## src/rtl/serial_adder.sv

```systemverilog
// serial_adder: bit-serial a+b+cin adder, LSB first, one bit per clock,
// with a valid/ready handshake on both operand and result sides.
`default_nettype none

module serial_adder #(
  parameter int WIDTH = 8
) (
  input  logic             clk,
  input  logic             rst_n,
  input  logic             in_valid,
  output logic             in_ready,
  input  logic [WIDTH-1:0] a,
  input  logic [WIDTH-1:0] b,
  input  logic             cin,
  output logic             out_valid,
  input  logic             out_ready,
  output logic [WIDTH-1:0] sum,
  output logic             cout,
  output logic             ovf,
  output logic             busy
);

  localparam int CW = $clog2(WIDTH) + 1;
  localparam logic [CW-1:0] LAST_BIT = CW'(WIDTH - 1);

  typedef enum logic [1:0] {
    IDLE = 2'd0,
    ADD  = 2'd1,
    DONE = 2'd2
  } state_t;

  state_t           state;
  logic [WIDTH-1:0] a_sh;
  logic [WIDTH-1:0] b_sh;
  logic [WIDTH-1:0] sum_sh;
  logic             carry;
  logic [CW-1:0]    bit_cnt;

  logic ha1_s, ha1_c, ha2_s, ha2_c, carry_nxt;

  // Full adder built from two cascaded half adders.
  always_comb begin
    ha1_s     = a_sh[0] ^ b_sh[0];
    ha1_c     = a_sh[0] & b_sh[0];
    ha2_s     = ha1_s ^ carry;
    ha2_c     = ha1_s & carry;
    carry_nxt = ha1_c | ha2_c;
  end

  assign sum = sum_sh;

  always_ff @(posedge clk or negedge rst_n) begin
    if (!rst_n) begin
      state     <= IDLE;
      in_ready  <= 1'b1;
      out_valid <= 1'b0;
      busy      <= 1'b0;
      a_sh      <= '0;
      b_sh      <= '0;
      sum_sh    <= '0;
      carry     <= 1'b0;
      bit_cnt   <= '0;
      cout      <= 1'b0;
      ovf       <= 1'b0;
    end else begin
      case (state)
        IDLE: begin
          if (in_valid) begin
            a_sh     <= a;
            b_sh     <= b;
            carry    <= cin;
            bit_cnt  <= '0;
            sum_sh   <= '0;
            state    <= ADD;
            in_ready <= 1'b0;
            busy     <= 1'b1;
          end
        end
        ADD: begin
          a_sh    <= a_sh >> 1;
          b_sh    <= b_sh >> 1;
          sum_sh  <= (sum_sh >> 1) | (WIDTH'(ha2_s) << (WIDTH - 1));
          carry   <= carry_nxt;
          bit_cnt <= bit_cnt + CW'(1);
          // On the MSB, the carry flop still holds the carry into the MSB.
          if (bit_cnt == LAST_BIT) begin
            cout      <= carry_nxt;
            ovf       <= carry ^ carry_nxt;
            state     <= DONE;
            out_valid <= 1'b1;
          end
        end
        DONE: begin
          if (out_ready) begin
            state     <= IDLE;
            out_valid <= 1'b0;
            in_ready  <= 1'b1;
            busy      <= 1'b0;
          end
        end
        default: begin
          state     <= IDLE;
          out_valid <= 1'b0;
          in_ready  <= 1'b1;
          busy      <= 1'b0;
        end
      endcase
    end
  end

endmodule

`default_nettype wire

```

## config.mk

```make
export PLATFORM = sky130hd
export DESIGN_NAME = serial_adder
export DESIGN_NICKNAME = d
export VERILOG_FILES = /design/src/rtl/serial_adder.sv
export SDC_FILE = /design/constraint.sdc
export NUM_CORES = 1
export LEC_CHECK = 0
export CAP_MARGIN = 40
export CORE_ASPECT_RATIO = 1.2
export CORE_UTILIZATION = 50
export CTS_CLUSTER_SIZE = 8
export DETAILED_ROUTE_END_ITERATION = 7
export GPL_TIMING_DRIVEN = 0
export PLACE_DENSITY_LB_ADDON = 0.15
export SETUP_SLACK_MARGIN = 0.2
export SYNTH_ARGS = -nofsm -noshare
export SYNTH_HDL_FRONTEND = slang
export SYNTH_SLANG_ARGS = --single-unit
```

## constraint.sdc

```tcl
create_clock -name clk -period 1.8 [get_ports clk]
set_clock_uncertainty 0.05 [all_clocks]
set_input_delay 0.36 -clock clk [delete_from_list [all_inputs] [get_ports clk]]
set_output_delay 0.36 -clock clk [all_outputs]
set_load 0.01 [all_outputs]
```

==> results of run 1 <==
## worst max path at each step
stage	start	endpoint	slack [ns]	depth (start not counted)
after detailed placement	in_valid	b_sh[4]	-0.14	6
after global placement	rst_n	a_sh[5]	-0.43	1
after floorplan	a_sh[0]	ovf	0.42	4
final	in_ready	in_ready	0.27	1
after global routing	in_ready	in_ready	0.22	1
after CTS	in_valid	b_sh[4]	0.21	6
## layout by cell type, fill, tap and decap left out, types with 5 or more instances in the layout
cell type | Yosys | final
a21oi_1 | 17 | 17
a22o_1 | 9 | 9
a22oi_1 | 13 | 13
and2b_1 | 6 | 6
buf_2 | 5 | 6
clkbuf_1 | 4 | 5
clkbuf_4 | 0 | 5
clkdlybuf4s50_1 | 0 | 18
dfrtp_1 | 35 | 35
dlygate4sd2_1 | 0 | 12
inv_1 | 6 | 6
nand2_1 | 7 | 7
nor2_1 | 5 | 5
nor2b_1 | 9 | 9
o21ai_0 | 19 | 19
## cells by family after synthesis
group                      synth area share (%)
and+or+nand+nor                           12.59
xor gates and xnor gates                 0.5125
DFF                                       52.78
muxes                                     1.903
adders and majority gates                 1.903
AOI/OAI and AO/OA                         24.89
buffers and inverters                     5.417
## registers in the layout, summed over array words and instances (netlist names), 2 cells and up
| signal | flops |
|---|---|
| a_sh | 8 |
| state | 2 |
| b_sh | 8 |
| bit_cnt | 4 |
| sum | 8 |
## timing repair
| action | in CTS | in global routing |
|---|---|---|
| setup endpoints to repair | 13 | 9 |
| setup buffers | 2 | 0 |
| resized for setup | 13 | 2 |
## metrics by stage
| step | utilization, % | hold slack (ns) |
|---|---|---|
| global route | 67.23 | 0.1070 |
| global placement | 65.85 | 0.4214 |
| CTS | 67.11 | 0.06140 |
| detailed placement | 65.69 | 0.4262 |
| finish | 67.23 | 0.04121 |
| floorplan | - | 0.01441 |
## power by group through the flow
| stage | registers, mW | clock network (mW) | logic [mW] |
|---|---|---|---|
| 3_3_place_gp | 1.37 | 0 | 1.30 |
| 5_1_grt | 1.40 | 0.451 | 1.41 |
| 4_1_cts | 1.36 | 0.409 | 1.29 |
| 2_1_floorplan | 1.39 | 0 | 0.810 |
| 3_5_place_dp | 1.39 | 0 | 1.34 |
| 6_report | 1.36 | 0.399 | 1.28 |
## worst register-to-register path, delay by kind of cell, from the launching register on
family | cells | cell delay, ns
multiplexers | 1 | 0.36
buffers and inverters | 1 | 0.17
AND/OR/NAND/NOR | 2 | 0.43
flip-flops | 1 | 0.37
## cell type report
type,count,area (sq um)
buffer,12,70.07
clock buffer,6,41.29
clock inverter,1,5.005
fill,260,1037
inverter,6,22.52
multi-input combinational,108,714.4
sequential,36,902.1
tap,36,45.04
timing repair buffer,35,327.8
## per-layer routing
| layer | vias to the layer above | global-route usage (%) | wire length [microns] |
|---|---|---|---|
| met2 | 20 | 39.61 | 1862 |
| met5 | - | 0 | 0 |
| met4 | 0 | 8.750 | 57 |
| met1 | 661 | 25.29 | 1589 |
| met3 | 6 | 5.871 | 115 |
| li1 | 662 | - | - |
==> flow_summary.toml, run 1 <==
[setup_path]
r2r_end = "ovf"
worst-path-buf-inv = 1
cp_slowest_cell = "dfstp_2"
required_ns = 1.39
arrival_ns = 1.12
start_kind = "register"
crit_type = "register to output pin"
rr_worst_depth = 4
end_kind = "output pin"
cp_top_family = "flip-flops"
critical-path-max-stage-delay_ns = 0.56
r2r_slack_ns = 0.33
cp_max_fo = 3
cp_cell_sequence = "clkdlybuf4s15_1"
rr_startpoint = "state[1]"

[sta]
rsz0062_at_grt = "false"
tightest_slew_ns = 0.7918
slew_headroom_pct = 47.22
period_share_pct = 85.07
fin_ws_ns = 0.2688
report.final.slew_viol_count = 0
hold_viol_final = 0
fin_tns_setup_ns = 0
setup_viol = 0
fmax_mhz = 653.1
layout_min_cycle_time_ns = 1.531

[clock_network]
clockRootBuffer = "clkbuf_4"
clock_sinks = 36
cts_tree = "yes"
clock_path_buffers = 2
clock_latency_ns = 0.34
clkTransAtPathRegs_ns = 0.10
postCtsHoldBufs = 0
htree_levels = 2
cts_made_buffers = 5

[route]
ant_nets = 0
drt-total-wl_microns = 3625
dr.pass1.iters = 4
wire_per_inst_microns = 15.10
drc = 0
drtIter0Drc = 63
vias = 1349
viasPerCell = 5.621

[min_path]
hp-class = "input port to async pin"

[die]
die_h_microns = 66.05
core_area_sq_um = 3166
rows = 22
ios = 34
die-area_sq_um = 3657
initial_utilization_pct = 53.99
die_x_microns = 55.37

[power_and_ir_drop]
p_sw_mw = 1.124
design_power_total_mw = 3.047
p_seq_share_pct = 44.8
ir_worst_vdd_mv = 0.9466
p_int_mw = 1.922
comb_power_share_pct = 42.1
p_clk_share_pct = 13.1
p_per_area_nw_per_um2 = 1431
netSwitchingFraction_pct = 36.91
leakage_nw = 0.9888

[logic_synthesis]
yosysTopAreaCell = "dfrtp_1"
yosys-top-cells-area = "dfrtp_1 (51%), a22oi_1 (5.7%), o21ai_0 (5.6%)"
synth_cell_types = 33
synth-edff-count = 0
netlist_area_sq_um = 1709
synth.most_common_cell = "dfrtp_1"
synthCells = 162
avgSynthCellArea_sq_um = 10.55
synth-seq-cells = 36
synth_warnings = 0
synthFlopType = "dfrtp_1"
ys_seq_area_share_pct = 52.78
synth_top_area_share_pct = 51.24
synth_common_cells = "dfrtp_1 (35), o21ai_0 (19), a21oi_1 (17)"
synth_fp_nets = 185
ys_async_sr_fraction_pct = 100.0

[placed_design]
portBuffers = 33
dp.cells = 231
pre_cts_ws_ns = -0.1407
placed_area_sq_um = 2079
hpwl_microns = 2530
gp_congestion = 0.7737

[finish]
stdcell_count = 240
diodes = 0
nNetsFinal = 227
syn2layout_area_growth_pct = 24.52
drive_above_1_share_pct = 11.27
final_area_sq_um = 2128

[grt]
antenna_found_initial = 0
grtUsageTotal_pct = 22.16
grt_max_degree = 37
first_global_vias = 1360
gr-total-overflow = 0
grt_pass1_wl_microns = 6175

[outcome]
status = "completed"

[run]
max-cap-violations = 0
No activity file was read; power rests on OpenSTA's default activity.
==> run 2: changes to the inputs <==
--- a/config.mk
+++ b/config.mk
@@ -13,6 +13,7 @@
 export GPL_TIMING_DRIVEN = 0
 export PLACE_DENSITY_LB_ADDON = 0.15
 export SETUP_SLACK_MARGIN = 0.2
+export SLEW_MARGIN = 20
 export SYNTH_ARGS = -nofsm -noshare
 export SYNTH_HDL_FRONTEND = slang
 export SYNTH_SLANG_ARGS = --single-unit
==> flow_summary.toml, run 2 (same netlist as run 1, synthesis figures left out) <==
[setup_path]
cp_max_fo = 3
critical-path-max-stage-delay_ns = 0.56
cp_top_family = "flip-flops"
arrival_ns = 1.12
required_ns = 1.39
end_kind = "output pin"
cp_cell_sequence = "clkdlybuf4s15_1"
start_kind = "register"
crit_cells = 1
crit_type = "register to output pin"
worst-path-buf-inv = 1
cp_slowest_cell = "dfstp_2"
rr_worst_depth = 4

[power_and_ir_drop]
design_power_total_mw = 3.064
p_seq_share_pct = 44.6
p_sw_mw = 1.132
p_int_mw = 1.932
p_clk_share_pct = 13.0
leakage_nw = 1.006
p_per_area_nw_per_um2 = 1415
netSwitchingFraction_pct = 36.93
ir_worst_vdd_mv = 1.021
comb_power_share_pct = 42.4

[clock_network]
clock_sinks = 36
cts_made_buffers = 5
clock_path_buffers = 2
clock_latency_ns = 0.33
cts_tree = "yes"
clockRootBuffer = "clkbuf_4"
htree_levels = 2
clkTransAtPathRegs_ns = 0.10

[sta]
period_share_pct = 85.21
tightest_slew_ns = 0.4225
report.final.slew_viol_count = 0
fmax_mhz = 652.0
setup_viol = 0
slew_headroom_pct = 71.83
layout_min_cycle_time_ns = 1.534
rsz0062_at_grt = "false"
holdWs_ns = 0.4094
hold_viol_final = 0

[finish]
nNetsFinal = 229
final_cell_mix = "dfrtp_1 (35), o21ai_0 (19), clkdlybuf4s50_1 (18)"
layout_commonest_cell = "dfrtp_1"
drive_above_1_share_pct = 11.65
final_area_sq_um = 2166
fin_util_pct = 68.42
syn2layout_area_growth_pct = 26.72
nFillCells = 243
stdcell_count = 242
diodes = 0

[route]
drc = 0
dr.pass1.iters = 4
drtIter0Drc = 43
wire_per_inst_microns = 15.01
vias = 1367
drt-total-wl_microns = 3633
viasPerCell = 5.649
ant_nets = 0

[grt]
grtUsageTotal_pct = 22.37
gr-total-overflow = 0
grt_pass1_wl_microns = 6320
antenna_found_initial = 0
first_global_vias = 1406
grt_max_degree = 24

[die]
die-area_sq_um = 3657
die_h_microns = 66.05
initial_utilization_pct = 53.99
ios = 34
core_area_sq_um = 3166
die_x_microns = 55.37
rows = 22

[placed_design]
gp_congestion = 0.7737
dp.cells = 232
portBuffers = 33
placed_area_sq_um = 2107
hpwl_microns = 2602

[run]
max-cap-violations = 0

[outcome]
status = "completed"

[min_path]
hp-class = "input port to async pin"
==> run 2: per-stage QoR <==
stage | setup slack, ns | TNS, ns
2_1_floorplan | 0.4153 | 0
6_report | 0.2662 | 0
4_1_cts | 0.2248 | 0
3_5_place_dp | -0.09700 | -0.8748
3_3_place_gp | -0.4252 | -15.57
5_1_grt | 0.2264 | 0
==> run 2: final timing paths <==
kind	startpoint	endpoint	slack, ns
setup / recovery	in_ready	in_ready	0.27
min in group clk	out_valid	out_valid	0.45
hold reg to reg	out_valid	out_valid	0.45
hold / removal	rst_n	state[0]	0.41
max in group asynchronous	rst_n	in_ready	0.80
setup reg to reg	a_sh[0]	ovf	0.31
==> run 2: per-layer routing <==
layer | routed length [microns] | up-vias | GRT usage [%] | share of wire, %
li1 | - | 665 | - | -
met1 | 1574 | 665 | 26.03 | 43
met2 | 1867 | 28 | 40.06 | 51
met3 | 117 | 9 | 4.110 | 3.2
met4 | 74 | 0 | 10.31 | 2.0
met5 | 0 | - | 0 | 0
==> run 2: power by group through the flow <==
stage          clock (mW)  combinational [mW]  sequential, mW
6_report            0.398                1.30            1.37
5_1_grt             0.440                1.44            1.41
4_1_cts             0.407                1.31            1.36
3_5_place_dp            0                1.35            1.39
3_3_place_gp            0                1.30            1.37
2_1_floorplan           0               0.810            1.39
==> run 2: cell type report <==
cell class                      count  area, sq um  area share (%)
Multi-Input combinational cell    108        714.4           32.99
Tap cell                           36        45.04           2.080
Timing Repair Buffer               37        365.4           16.87
Clock buffer                        6        41.29           1.906
Clock inverter                      1        5.005          0.2311
Inverter                            6        22.52           1.040
Sequential cell                    36        902.1           41.65
Buffer                             12        70.07           3.235
==> run 2: repair_timing <==
item / CTS / global route
gates resized for setup: 13 / 2
setup buffers: 2 / 0
hold buffers: 1 / 0
endpoints found under the hold margin: 13 / 0
setup endpoints to repair: 13 / 9
